### config.mk
export PLATFORM = sky130hd
export DESIGN_NAME = gus16
export DESIGN_NICKNAME = d
export VERILOG_FILES = /design/src/rtl/gus16_pkg.sv /design/src/rtl/gus16_alu.sv /design/src/rtl/gus16.sv
export SDC_FILE = /design/constraint.sdc
export NUM_CORES = 1
export LEC_CHECK = 0
export ABC_AREA = 0
export BUFFER_PORTS_ARGS = -buffer_cell sky130_fd_sc_hd__buf_4
export CAP_MARGIN = 20
export CORE_ASPECT_RATIO = 2
export CORE_UTILIZATION = 39
export CTS_BUF_LIST = sky130_fd_sc_hd__clkbuf_4 sky130_fd_sc_hd__clkbuf_8 sky130_fd_sc_hd__clkbuf_16
export DETAILED_ROUTE_END_ITERATION = 6
export HOLD_SLACK_MARGIN = 0.05
export RECOVER_POWER = 25
export SLEW_MARGIN = 20
export SYNTH_ARGS = -nofsm -noshare
export SYNTH_HDL_FRONTEND = slang
export SYNTH_SLANG_ARGS = --single-unit
export TNS_END_PERCENT = 1
### constraint.sdc
create_clock -name clk -period 4.15 [get_ports clk]
set_input_delay 0.6225 -clock clk [delete_from_list [all_inputs] [get_ports clk]]
set_output_delay 0.6225 -clock clk [all_outputs]
set_load 0.1 [all_outputs]
### src/rtl/gus16_pkg.sv
// Shared definitions for the gus16 accumulator ALU: opcode encoding,
// flag bit positions within uio_out, and the bidir output-enable mask.
// Latency: n/a (package). Backpressure: n/a.
package gus16_pkg;

  typedef enum logic [3:0] {
    OP_NOP  = 4'd0,   // becomes MUL when GUS16_MUL_EN is defined
    OP_LDBL = 4'd1,
    OP_LDBH = 4'd2,
    OP_MOVA = 4'd3,
    OP_ADD  = 4'd4,
    OP_SUB  = 4'd5,
    OP_AND  = 4'd6,
    OP_OR   = 4'd7,
    OP_XOR  = 4'd8,
    OP_SHL  = 4'd9,
    OP_SHR  = 4'd10,
    OP_INC  = 4'd11,
    OP_DEC  = 4'd12,
    OP_SELL = 4'd13,
    OP_SELH = 4'd14,
    OP_CLR  = 4'd15
  } op_t;

  localparam int FLG_Z = 7;
  localparam int FLG_N = 6;
  localparam int FLG_C = 5;

  localparam logic [7:0] UIO_OE_MASK = 8'hE0;

endpackage

### src/rtl/gus16_alu.sv
// Combinational datapath of gus16: computes the new accumulator value and carry.
// Latency: 0 cycles (purely combinational). Backpressure: none.
// Ports: op (opcode), a/b (accumulator, operand), c_in (current carry) ->
//        result, c_out, writes_a (op updates A, Z, N), writes_c (op updates C).
// Option: GUS16_MUL_EN turns opcode 0 into an 8x8->16 multiply.
module gus16_alu
  import gus16_pkg::*;
(
  input  op_t         op,
  input  logic [15:0] a,
  input  logic [15:0] b,
  input  logic        c_in,
  output logic [15:0] result,
  output logic        c_out,
  output logic        writes_a,
  output logic        writes_c
);

  // 17-bit sum so the carry out of ADD falls out of the top bit.
  logic [16:0] sum;
  assign sum = {1'b0, a} + {1'b0, b};

  always_comb begin
    result   = a;
    c_out    = c_in;
    writes_a = 1'b0;
    writes_c = 1'b0;
    case (op)
`ifdef GUS16_MUL_EN
      OP_NOP: begin
        result   = 16'(a[7:0]) * 16'(b[7:0]);
        c_out    = 1'b0;
        writes_a = 1'b1;
        writes_c = 1'b1;
      end
`endif
      OP_MOVA: begin
        // MOVA updates Z/N but deliberately keeps C.
        result   = b;
        writes_a = 1'b1;
      end
      OP_ADD: begin
        result   = sum[15:0];
        c_out    = sum[16];
        writes_a = 1'b1;
        writes_c = 1'b1;
      end
      OP_SUB: begin
        result   = a - b;
        c_out    = (a < b);
        writes_a = 1'b1;
        writes_c = 1'b1;
      end
      OP_AND: begin
        result   = a & b;
        c_out    = 1'b0;
        writes_a = 1'b1;
        writes_c = 1'b1;
      end
      OP_OR: begin
        result   = a | b;
        c_out    = 1'b0;
        writes_a = 1'b1;
        writes_c = 1'b1;
      end
      OP_XOR: begin
        result   = a ^ b;
        c_out    = 1'b0;
        writes_a = 1'b1;
        writes_c = 1'b1;
      end
      OP_SHL: begin
        result   = {a[14:0], 1'b0};
        c_out    = a[15];
        writes_a = 1'b1;
        writes_c = 1'b1;
      end
      OP_SHR: begin
        result   = {1'b0, a[15:1]};
        c_out    = a[0];
        writes_a = 1'b1;
        writes_c = 1'b1;
      end
      OP_INC: begin
        result   = a + 16'd1;
        c_out    = (a == 16'hFFFF);
        writes_a = 1'b1;
        writes_c = 1'b1;
      end
      OP_DEC: begin
        result   = a - 16'd1;
        c_out    = (a == 16'h0000);
        writes_a = 1'b1;
        writes_c = 1'b1;
      end
      default: ;  // LDBL/LDBH/SELL/SELH/CLR are handled in the top
    endcase
  end

endmodule

### src/rtl/gus16.sv
// gus16: 16-bit accumulator ALU on the TinyTapeout 8/8/8 pad harness.
// Latency: command executes on the strobe rising edge; results visible the next cycle.
// Backpressure: none; one command per strobe rising edge, ena=0 holds all state.
// Ports: clk, rst_n (async active-low), ena, ui_in (operand byte),
//        uo_out (selected byte of A), uio_in ([3:0] opcode, [4] strobe),
//        uio_out ([7]=Z [6]=N [5]=C), uio_oe (constant E0).
// Option: GUS16_MUL_EN enables MUL on opcode 0 (otherwise NOP).
module gus16
  import gus16_pkg::*;
(
  input  logic       clk,
  input  logic       rst_n,
  input  logic       ena,
  input  logic [7:0] ui_in,
  output logic [7:0] uo_out,
  input  logic [7:0] uio_in,
  output logic [7:0] uio_out,
  output logic [7:0] uio_oe
);

  logic [15:0] a_q;
  logic [15:0] b_q;
  logic        z_q;
  logic        n_q;
  logic        c_q;
  logic        sel_q;
  logic        strobe_q;

  op_t         op;
  logic        exec;
  logic [15:0] alu_result;
  logic        alu_c;
  logic        alu_writes_a;
  logic        alu_writes_c;

  assign op   = op_t'(uio_in[3:0]);
  // Rising-edge detect: a strobe held high executes only once.
  assign exec = ena & uio_in[4] & ~strobe_q;

  gus16_alu u_alu (
    .op       (op),
    .a        (a_q),
    .b        (b_q),
    .c_in     (c_q),
    .result   (alu_result),
    .c_out    (alu_c),
    .writes_a (alu_writes_a),
    .writes_c (alu_writes_c)
  );

  // Edge history tracks the pin even while deselected.
  always_ff @(posedge clk or negedge rst_n) begin
    if (!rst_n) strobe_q <= 1'b0;
    else        strobe_q <= uio_in[4];
  end

  always_ff @(posedge clk or negedge rst_n) begin
    if (!rst_n) begin
      a_q   <= '0;
      b_q   <= '0;
      z_q   <= 1'b0;
      n_q   <= 1'b0;
      c_q   <= 1'b0;
      sel_q <= 1'b0;
    end else if (exec) begin
      case (op)
        OP_LDBL: b_q[7:0]  <= ui_in;
        OP_LDBH: b_q[15:8] <= ui_in;
        OP_SELL: sel_q     <= 1'b0;
        OP_SELH: sel_q     <= 1'b1;
        OP_CLR: begin
          // Clears everything, so Z ends up 0 even though A is 0.
          a_q   <= '0;
          b_q   <= '0;
          z_q   <= 1'b0;
          n_q   <= 1'b0;
          c_q   <= 1'b0;
          sel_q <= 1'b0;
        end
        default: begin
          if (alu_writes_a) begin
            a_q <= alu_result;
            z_q <= (alu_result == 16'h0000);
            n_q <= alu_result[15];
          end
          if (alu_writes_c) c_q <= alu_c;
        end
      endcase
    end
  end

  assign uo_out  = sel_q ? a_q[15:8] : a_q[7:0];

  always_comb begin
    uio_out        = 8'h00;
    uio_out[FLG_Z] = z_q;
    uio_out[FLG_N] = n_q;
    uio_out[FLG_C] = c_q;
  end

  assign uio_oe = UIO_OE_MASK;

  // uio_in[7:5] are inputs by pad assignment but carry no function.
  logic unused_uio;
  assign unused_uio = &{1'b0, uio_in[7:5]};

endmodule

### Word-level counts from Yosys, hierarchy flattened

Cells that the tools add are included.
W data, S select, Z words.

* register bits after elaboration: 37
* input port bits: 19
* output and inout bits: 24
* logic and storage cells: 70

* add/subtract/negate cells: 4
* order comparisons: 1
* equality and inequality tests: 16
* multiplexer cells: 16
* bitwise operators: 7
* reductions and logical operators: 18

Operators by type and width (count)
* $pmux W16 S10: 1
* $eq A4 B4 Y1 const B: 8
* $logic_not A16 Y1: 2
* $pmux W16 S2: 1
* $pmux W8 S2: 2
* $add A16 B16 Y17: 1
* $add A16 B1 Y16 const B: 1
* $and A16 B16 Y16: 1
* $eq A16 B16 Y1 const B: 1
* $eq A4 B3 Y1 const B: 4
* $lt A16 B16 Y1: 1
* $mux W16: 1
* $or A16 B16 Y16: 1
* $sub A16 B1 Y16 const B: 1
* $sub A16 B16 Y16: 1
* $xor A16 B16 Y16: 1
* $reduce_bool A2 Y1: 5
* $reduce_or A10 Y1: 1
* $reduce_or A9 Y1: 1
* $eq A4 B2 Y1 const B: 2
* $mux W8: 1
* $pmux W1 S2: 4
* $reduce_bool A8 Y1: 1
* $pmux W1 S7: 1
* other kinds (10): 18

### Depth between registers and ports, before layout

Gate-level depths: netlist of run 1.

* depth in word-level cells: 5
* gate-level depth with buffers: 14
* mapped depth without buffers: 12

### Hierarchy

A second synthesis of run 1 with hierarchy kept.

* cells, all modules: 796
* area, all modules: 5771.8 µm²

Modules (own cells, without submodules)
* gus16_alu: times used 1, cells each 600, area an instance 3971.3 µm², sequential area each 0.0 µm²
* gus16: times used 1, cells each 196, area an instance 1800.5 µm², sequential area each 900.9 µm²

### Least setup slack after synthesis of run 1

No wires, ideal clock.

* path kind: register to output
* start point: reg a_q[1]
* end point: out uo_out[1]
* arrival: 3.011 ns
* required time: 3.527 ns
* slack: 0.516 ns
* cell stages (with the launch flop): 4
* path buffers: 1
* cell sequence: dfrtp_1 -> clkbuf_1 -> inv_1 -> o21ai_0

* longest elaborated chain between the ends: 1

RTL lines
* start, declared: RTL line gus16.sv:21 `logic [15:0] a_q;`
* start signal, assigned: RTL line gus16.sv:82 `a_q <= alu_result;`
* $mux W8: RTL line gus16.sv:92 `assign uo_out = sel_q ? a_q[15:8] : a_q[7:0];`
* end, declared: RTL line gus16.sv:15 `output logic [7:0] uo_out,`

No other way between the ends.

### Final worst setup path of run 1

* start point: reg b_q[1]
* end point: reg z_q

* longest elaborated chain between the ends: 5
* elaborated cells between the ends (all ways): 9
* those cells by class: add/sub: 2; mux: 3; bitwise: 3; reduce/logical: 1

RTL lines
* start, declared: RTL line gus16.sv:22 `logic [15:0] b_q;`
* start signal, assigned: RTL line gus16.sv:67 `OP_LDBL: b_q[7:0] <= ui_in;`
* $sub A16 B16 Y16 (tied with other cells): RTL line gus16_alu.sv:49 `result = a - b;`
* $pmux W16 S10 (*): RTL line gus16_alu.sv:28 `case (op)`
* $logic_not A16 Y1 (*): RTL line gus16.sv:83 `z_q <= (alu_result == 16'h0000);`
* $mux W1 (*): RTL line gus16.sv:81 `if (alu_writes_a) begin`
* $pmux W1 S2 (*): RTL line gus16.sv:66 `case (op)`
* end signal, assigned: RTL line gus16.sv:83
* end, declared: RTL line gus16.sv:23 `logic z_q;`

Mark *: on every way between the ends. The rest lies on a longest branch, timed or not. The select of a mux whose other input is x is not followed.
A chain may end at the register's enable or synchronous reset.

==> metrics, run 1 <==
via/cell ratio=about 6.6; DR top layer=met4; Routed Antenna Nets=0; clk slew on worst S/H paths=0.05 ns; wl on met1=approximately 8900 um; class of the worst hold path=primary input to flip-flop; number of synthesized flops with an enable pin=0; leakage=approximately 2.7 nW; CTS sink cnt=36; clk root buf=clkbuf_16; FF-to-FF Start=b_q[1]$_DFFE_PN0P_; largest net degree at the start of global routing=68; violated checks=capacitance limit, slew limit; Initial Utilization=0.401; Hold Path End=strobe_q$_DFF_PN0_; Net count, final=around 900; Slowest cell on crit path=o21ai_0; Crit path max-delay family=compound AO/OA/AOI/OAI gates; Max VDD drop=0.167 mV; CP max stage delay=a little under 0.9 ns; CP endpoint kind=flip-flop; Worst Skew=approximately 0.0037 ns; Die X=between 80 and 90 um; synth unique cells=83; hold_ws=between 0.4 and 0.5 ns; Clock Latency Late Sink=0.28 ns; Placer Congestion=approximately 1.0; post-DP HPWL=approximately 20000 um; share of layout cells above drive strength 1=0.126; postcts setup bufs=0; Synth Instances=~840; drt pass-1 iters=6; Area Growth Syn to Fin=11.5%; area leader, netlist=dfrtp_1; post-synthesis async set-or-reset flop share=1.00; Post-route DRC=0; Worst Reg2Reg Path Length in Cells=11; worst path cell trace=inv_1, ha_1, a211oi_1, o21bai_1, a21o_1, o211a_1, o21ai_0, a21oi_1, o2111a_1, nand4_1, o21ai_1; first-pass GRT wire length=41200 um; core area=0.0148 sq mm; unrepaired setup endpoints after global routing=false; Final Power=between 3 and 4 mW; DR WL/cell=26.1 um; TNS Setup=0 ns; status=finished with violations; Syn Area/Cell=approximately 7 sq um; post-synthesis sequential area ratio=0.152; row cnt=63; warnings from Yosys=0; max-slew violations=37; Final setup viols=0; synth top area cells=dfrtp_1 (15%), ha_1 (10%), o21ai_0 (6.7%), nand2_1 (5.6%), a21oi_1 (4.6%); Met2 Wirelength=between 10000 and 15000 um; FF-to-FF End=z_q$_DFFE_PN0P_; CTS buffer count=5; post-route insts no fill=between 1k and 1.5k; maximum level of the CTS H-tree=2; R2R Setup Slk=0.27 ns; metal3 WL=a little under 2000 um; Tcrit/Tclk final=0.935; DIE AREA=0.0158 sq mm; WL final=27500 um; Yosys reg bits=36; fmax=0.258 GHz; worst-margin pin slew=roughly 2 ns; Max clock buf depth=2; PostCTS Resize Cnt=0; ant diodes=0; CP Class=flip-flop to flip-flop; ys flop type=dfrtp_1; Chip Height=roughly 180 um; IO Count=43; number of I/O port buffers=26; Max FO, Critical Path=5; hold_sp=uio_in[4]; total gr overflow=0; post-synth top area share=0.152; Power Dens Cells=about 530 mW/mm^2; initial DRC count=860; count leader, synth=nand2_1; hold buffers post-CTS=0; placed instance count=roughly 1.0k; Max Cap Viol=1; via count=around 7k; CP startpoint kind=flip-flop; max_slew headroom=-0.321; CP bufs+invs=1; post-synthesis instance area=slightly below 0.006 sq mm; crit path time final=3.88 ns; Worst Hold Path Cells=1; crit path DAT=between 4 and 5 ns; Tot GR Track Use=0.362; Commonest cells post-synth=nand2_1 (89), o21ai_0 (79), a21oi_1 (55); CTS tree=yes; CP required=4.31 ns; initial antenna violation count=0; vias in the first global route=around 6.6k; Fin. Hold Viols=0
[worst reg2reg max path: cells and delay by family, from the launching register on]
family / cells / cell delay (ns)
compound gates: 8 / 2.64
fa+ha+maj: 1 / 0.36
buf+inv: 1 / 0.15
flops: 1 / 0.50
simple gates: 1 / 0.12
[worst max path at each step]
stage	start	to	slack (ns)	cells past startpoint
6_report	b_q[1]$_DFFE_PN0P_	z_q$_DFFE_PN0P_	0.27	11
5_1_grt	b_q[1]$_DFFE_PN0P_	z_q$_DFFE_PN0P_	0.18	12
4_1_cts	b_q[0]$_DFFE_PN0P_	z_q$_DFFE_PN0P_	0.55	11
3_5_place_dp	uio_in[1]	z_q$_DFFE_PN0P_	0.47	14
3_3_place_gp	uio_in[0]	z_q$_DFFE_PN0P_	0.42	14
2_1_floorplan	a_q[1]$_DFFE_PN0P_	uo_out[1]	0.52	3
[metrics by stage]
stage                     cell area (sq um)  utilization  setup slack, ns
after floorplan                        5980            -            0.516
after global placement                 6480        0.437            0.421
after detailed placement               6480        0.437            0.470
after CTS                              6630        0.447            0.550
after global routing                   6620        0.447            0.181
final                                  6620        0.447            0.270
[metal layers]
layer,up-vias,GRT usage
met5,-,0
met4,0,0.317
met3,167,0.0771
met2,416,0.592
met1,3284,0.378
li1,3123,-
[cell families (layout without fill, tap and decap cells)]
kind of cell             Yosys count  count (layout)  share of synthesized area
AO/OA/AOI/OAI                    300             300                      0.340
AND/OR/NAND/NOR                  294             294                      0.256
buffers and inverters            132             140                      0.102
adder cells (fa/ha/maj)           51              51                      0.110
flip-flops                        36              36                      0.152
XOR/XNOR                          12              12                     0.0177
multiplexers                      12              12                     0.0204
other                              2              13                    0.00126
[report_power, final]
group	internal, mW	switching (mW)	leakage, nW	total, mW
clock	0.252	0.137	0.0780	0.389
combinational	0.821	1.74	2.17	2.56
sequential	0.432	0.123	0.466	0.555
[state kept, by name (all words and copies together) (netlist names)]
signal / cells
a_q: 16
b_q: 16
c_q: 1
sel_q: 1
strobe_q: 1
z_q: 1
[cells in the final DEF, fill, tap and decap left out, drive strengths merged, types with 6 or more instances in the layout]
cell	Yosys	layout
o21a	9	9
nand2	89	89
o211ai	17	17
nand3b	12	12
or3	15	15
and3	7	7
o31ai	10	10
nand4	9	9
inv	46	46
nor3	33	33
dfrtp	36	36
a31oi	10	10
nor2b	13	13
clkbuf	41	10
a21oi	55	55
a211o	8	8
buf	44	83
a211oi	10	10
a221oi	8	8
ha	49	49
nor4	9	9
nand3	22	22
o21ai	85	85
nor2	42	42
a22o	8	8
nand2b	14	14
xnor2	10	10
a2111oi	7	7
mux2i	11	11
or4	6	6
conb	2	13
[layout make-up]
class / count / area (sq um)
sequential: 36 / 901
clock buffer: 8 / 154
multi-input combinational: 682 / 4480
tap: 195 / 244
timing repair buffer: 85 / 668
inverter: 47 / 176
fill: 1611 / 8200
(Power assumes the default switching activity.)
==> inputs of run 2 (changes only) <==
--- a/constraint.sdc
+++ b/constraint.sdc
@@ -3,2 +3,2 @@
 set_output_delay 0.6225 -clock clk [all_outputs]
-set_load 0.1 [all_outputs]
+set_load 0.005 [all_outputs]
==> run 2 against run 1 <==
  * The run still ends with capacitance limit, slew limit left
  * Hold slack got worse by 0.00064 ns
  * Critical path depth unchanged
  * Core utilization barely moved
  * Worst setup slack gained 0.029 ns
  * Final area barely moved
  * Via count down 0.66%
  * Flip-flop and latch count stayed put
  * Critical path type unchanged
  * Combinational power down 11%
  * Sequential share of layout area about the same
  * Sequential power up 0.9%
  * First-iteration DRC count down 12%
==> metrics, run 2 (synthesis results as in run 1) <==
Clock Latency Late Sink=0.27 ns (about the same); leakage=2.72 nW (+0.24%); Sw Share=0.538 (-0.0330); largest net degree at the start of global routing=68 (unchanged); CTS buffer count=5 (unchanged); initial antenna violation count=0 (unchanged); CP endpoint kind=flip-flop; IO Count=43 (unchanged); unrepaired setup endpoints after global routing=false; worst path cell trace=inv_1, ha_1, a211oi_1, o21bai_1, a21o_1, o211a_1, o21ai_0, a21oi_1, o2111a_1, nand4_1, o21ai_1; R2R Setup Slk=0.30 ns (+0.03 ns); via/cell ratio=6.59 (-0.75%); maximum level of the CTS H-tree=2 (unchanged); leading cell type in the layout, fill and taps excluded=nand2_1; PostCTS Resize Cnt=0 (unchanged); Switch Pwr=1.73 mW (-13%); CP required=4.30 ns (about the same); Placer Congestion=1.02 (-1.1%); final-layout fill cell count=1614 (+0.19%); Slowest cell on crit path=o21ai_0; Net count, final=928 (+0.11%); initial DRC count=759 (-12%); CTS sink cnt=36 (unchanged); CP startpoint kind=flip-flop; Fin. Hold Viols=0 (unchanged); Critical Path Source=b_q[1]$_DFFE_PN0P_; Die X=89.3 um (unchanged); Area Growth Syn to Fin=11.6% (about the same); first-pass GRT wire length=41000 um (-0.32%); Worst Reg2Reg Path Length in Cells=11 (unchanged); share of layout cells above drive strength 1=0.128 (+0.00218); CP Class=flip-flop to flip-flop; crit path DAT=4.00 ns (-0.04 ns); max_slew headroom=-0.291 (+0.0303); Post-route DRC=0 (unchanged); Seq pwr share=0.174 (+0.016); core area=0.0148 sq mm (unchanged); total gr overflow=0 (unchanged); crit path time final=3.85 ns (-0.0285 ns); Final Power=3.22 mW (-8.1%); Comb pwr share=0.711 (-0.020); violated checks=capacitance limit, slew limit; drt pass-1 iters=5 (-1); fmax=0.260 GHz (+0.74%); Tcrit/Tclk final=0.928 (-0.00687); finished layout cell area=0.00663 sq mm (about the same); hold_sp=uio_in[4]; CP max stage delay=0.92 ns (+0.03 ns); FF-to-FF End=z_q$_DFFE_PN0P_; Final setup viols=0 (unchanged); DP Area=0.00648 sq mm (+0.12%); class of the worst hold path=primary input to flip-flop; worst-margin pin slew=1.94 ns (-0.0454 ns); TNS Setup=0 ns (unchanged); status=finished with violations; Largest regs=a_q (16), b_q (16); Max VDD drop=0.217 mV (+30%); post-DP HPWL=20400 um (-0.18%); row cnt=63 (unchanged); FF-to-FF Start=b_q[1]$_DFFE_PN0P_; hold buffers post-CTS=0 (unchanged); most frequent cells in the layout=nand2_1 (89), buf_4 (81), o21ai_0 (79); Worst Skew=0.00535 ns (+0.00162 ns); via count=6944 (-0.66%); postcts setup bufs=0 (unchanged); Max FO, Critical Path=5 (unchanged); number of I/O port buffers=26 (unchanged); clock share of power=0.115 (+0.004); vias in the first global route=6629 (+0.26%); clk root buf=clkbuf_16; Int Pwr=1.49 mW (-1.1%); DIE AREA=0.0158 sq mm (unchanged); hold_ws=0.488 ns (-0.000644 ns); Chip Height=177 um (unchanged); clk slew on worst S/H paths=0.05 ns (about the same); ant diodes=0 (unchanged); Worst Hold Path Cells=1 (unchanged); Tot GR Track Use=0.363 (+0.00127); CTS tree=yes; Hold Path End=strobe_q$_DFF_PN0_; Max clock buf depth=2 (unchanged); Initial Utilization=0.401 (unchanged); DR WL/cell=26.2 um (+0.52%); WL final=27600 um (+0.62%); Max Cap Viol=1 (unchanged); Power Dens Cells=486 mW/mm^2 (-8.2%); Routed Antenna Nets=0 (unchanged); max-slew violations=37 (unchanged)
-- run 2: changes by cell type in the layout (fill, tap and decap cells not counted) --
cell	before	now
buf_4	80	81
clkbuf_1	2	1
clkbuf_4	2	1
clkinv_2	0	2
-- run 2: cell type report --
cell class | count | area, sq um | share of cell area
well taps | 195 | 244 | 0.0368
clock buffers | 6 | 139 | 0.0209
repair buffers | 86 | 679 | 0.102
multi-input cells | 682 | 4480 | 0.676
clock inverters | 2 | 10.0 | 0.00151
flip-flops and latches | 36 | 901 | 0.136
inverters | 47 | 176 | 0.0266
-- run 2: power by group through the flow --
stage	clock [mW]	sequential [mW]	combinational (mW)
after detailed placement	0	0.550	2.18
after global placement	0	0.549	2.17
after floorplan	0	0.512	1.39
after CTS	0.375	0.544	2.19
after global routing	0.394	0.566	2.45
final	0.370	0.560	2.29
-- run 2: routing by layer --
metal  vias to the layer above  track usage  share of wire
met4                         0        0.295           0.11
met1                      3253        0.370           0.32
met3                       155       0.0865          0.079
li1                       3137            -              -
met5                         -            0              0
met2                       399        0.609           0.49
-- run 2: worst max-delay path by stage --
stage,end,slack (ns),cells after the start
floorplan,z_q$_DFFE_PN0P_,0.81,14
global placement,z_q$_DFFE_PN0P_,0.45,14
detailed placement,z_q$_DFFE_PN0P_,0.42,14
CTS,z_q$_DFFE_PN0P_,0.50,11
global route,z_q$_DFFE_PN0P_,0.22,11
finish,z_q$_DFFE_PN0P_,0.30,11
-- run 2: metrics by stage --
step | instances | setup slack, ns | utilization
floorplan | 850 | 0.813 | -
finish | 1054 | 0.299 | 0.447
global placement | 1046 | 0.447 | 0.438
global route | 1054 | 0.220 | 0.447
detailed placement | 1046 | 0.423 | 0.438
CTS | 1054 | 0.495 | 0.448
-- run 2: worst max-delay path, delay by kind of cell, from the launching register on --
kind / cells / cell delay, ns
compound gates: 8 / 2.64
fa+ha+maj: 1 / 0.36
buf+inv: 1 / 0.14
flops: 1 / 0.49
simple gates: 1 / 0.11
==> inputs of run 3 (changes only) <==
GPL_TIMING_DRIVEN = 0   (was unset)
==> run 3 against run 2 <==
  * The run ends with DRC, capacitance limit, slew limit left
  * Wire length increased by 12%
  * Sequential share of layout area up 0.072 points
  * Combinational power shrank 3%
  * Sequential power grew 14%
  * Clock skew shrank 0.0015 ns
  * Global-route usage grew 4.1 points
  * Highest routed layer unchanged
==> metrics, run 3 (synthesis results as in run 1) <==
Initial Utilization=0.401 (unchanged); row cnt=63 (unchanged); fmax=0.243 GHz (-6.3%); post-DP HPWL=23300 um (+14%); DR WL/cell=28.7 um (+9.5%); via count=7183 (+3.4%); hold_ws=0.479 ns (-0.00921 ns); share of layout cells above drive strength 1=0.119 (-0.00887); Critical Path Stages=12 (+1); Net count, final=950 (+2.4%); violated checks=DRC, capacitance limit, slew limit; leakage=2.67 nW (-1.9%); CP startpoint kind=flip-flop; pre-CTS WS=-0.281 ns (-0.705 ns); initial DRC count=780 (+2.8%); Final setup viols=0 (unchanged); DIE AREA=0.0158 sq mm (unchanged); CTS buffer count=5 (unchanged); Final Power=3.27 mW (+1.6%); first-pass GRT wire length=44700 um (+9.0%); CTS tree=yes; clk slew on worst S/H paths=0.06 ns (about the same); number of I/O port buffers=24 (-7.7%); Worst Skew=0.00384 ns (-0.00151 ns); Critical Path Source=a_q[4]$_DFFE_PN0P_; most frequent cells in the layout=nand2_1 (89), o21ai_0 (77), a21oi_1 (55); unrepaired setup endpoints after global routing=false; worst path cell trace=buf_2, clkinvlp_4, ha_1, nand3_1, o211a_1, o21ai_0, a311oi_1, a21oi_1, a21oi_1, o211ai_1, a21oi_1, o21ai_1; via/cell ratio=6.68 (+1.3%); total gr overflow=0 (unchanged); Die X=89.3 um (unchanged); R2R Setup Slk=0.04 ns (-0.26 ns); Power Dens Cells=494 mW/mm^2 (+1.7%); Critical Path End=c_q$_DFFE_PN0P_; Area Growth Syn to Fin=11.5%; Routed Antenna Nets=0 (unchanged); crit path DAT=4.27 ns (+0.27 ns); Largest regs=a_q (16), b_q (16); largest net degree at the start of global routing=37 (-46%); Final Util=0.447 (-0.000507); Crit path max-delay family=compound AO/OA/AOI/OAI gates; placed instance count=1069 (+2.2%); Post-route DRC=1 (+1); leading cell type in the layout, fill and taps excluded=nand2_1; Tot GR Track Use=0.404 (+0.0409); CP Class=flip-flop to flip-flop; maximum level of the CTS H-tree=2 (unchanged); initial antenna violation count=0 (unchanged); ant diodes=0 (unchanged); clk root buf=clkbuf_16; Tcrit/Tclk final=0.990 (+0.0620); post-route insts no fill=1076 (+2.1%); crit path time final=4.11 ns (+0.257 ns); worst-margin pin slew=1.93 ns (-0.00534 ns); Max FO, Critical Path=10 (+5); WL final=30900 um (+12%); Setup WS post-layout=0.0413 ns (-0.257 ns); class of the worst hold path=primary input to flip-flop; CP max stage delay=0.57 ns (-0.35 ns); core area=0.0148 sq mm (unchanged); max_slew headroom=-0.287 (+0.00356); Slowest cell on crit path=ha_1; Worst Reg2Reg Path Length in Cells=12 (+1); Max clock buf depth=2 (unchanged); vias in the first global route=6860 (+3.5%); CP endpoint kind=flip-flop; Chip Height=177 um (unchanged); Fin. Hold Viols=0 (unchanged); postcts setup bufs=0 (unchanged); FF-to-FF Start=a_q[4]$_DFFE_PN0P_; Clock Latency Late Sink=0.28 ns (about the same); FF-to-FF End=c_q$_DFFE_PN0P_; status=finished with violations; max-slew violations=37 (unchanged); IO Count=43 (unchanged); Max Cap Viol=1 (unchanged); drt pass-1 iters=7 (+2); Placer Congestion=1.03 (+0.98%); CP bufs+invs=2 (+1); CTS sink cnt=36 (unchanged); cell mode on critical path=a21oi_1; CP required=4.31 ns (about the same); Max VDD drop=0.243 mV (+12%)
run 3: how the worst min path moves through the flow:
stage,from,endpoint,slack [ns],cells past startpoint
after floorplan,rst_n,a_q[0]$_DFFE_PN0P_,0.33,0
after global placement,z_q$_DFFE_PN0P_,z_q$_DFFE_PN0P_,0.52,2
after detailed placement,z_q$_DFFE_PN0P_,z_q$_DFFE_PN0P_,0.53,2
after CTS,rst_n,a_q[0]$_DFFE_PN0P_,0.31,1
after global routing,uio_in[4],strobe_q$_DFF_PN0_,0.48,1
final,uio_in[4],strobe_q$_DFF_PN0_,0.48,1
run 3: area by class of cell:
class                      instances  area, sq um
timing repair buffer              24          176
inverter                          47          180
buffer                            84          433
clock buffer                       5          125
sequential                        36          905
clock inverter                     3         42.5
fill                            1645         8200
multi-input combinational        682         4520
tap                              195          244
run 3: power by group:
part / internal (mW) / leakage [nW] / total, mW / switching, mW
combinational: 0.742 / 2.13 / 2.21 / 1.47
sequential: 0.433 / 0.463 / 0.638 / 0.205
clock: 0.282 / 0.0798 / 0.428 / 0.146
total: 1.46 / 2.67 / 3.27 / 1.82
run 3: timing repair:
item	in CTS	in global routing
endpoints found under the setup margin	3	10
hold buffers	0	0
gates cloned	0	0
resized for setup	6	19
hold endpoints to repair	0	0
run 3: per-stage QoR:
stage	instance area [sq um]	TNS, ns
2_1_floorplan	5980	0
3_3_place_gp	6410	-0.446
3_5_place_dp	6410	-0.445
4_1_cts	6590	0
5_1_grt	6620	0
6_report	6620	0
run 3: routing by layer:
metal	wire [um]	global-route usage	part of all wire
met1	10300	0.414	0.33
met2	14100	0.624	0.46
met3	2560	0.127	0.083
met4	3900	0.392	0.13
met5	0	0	0
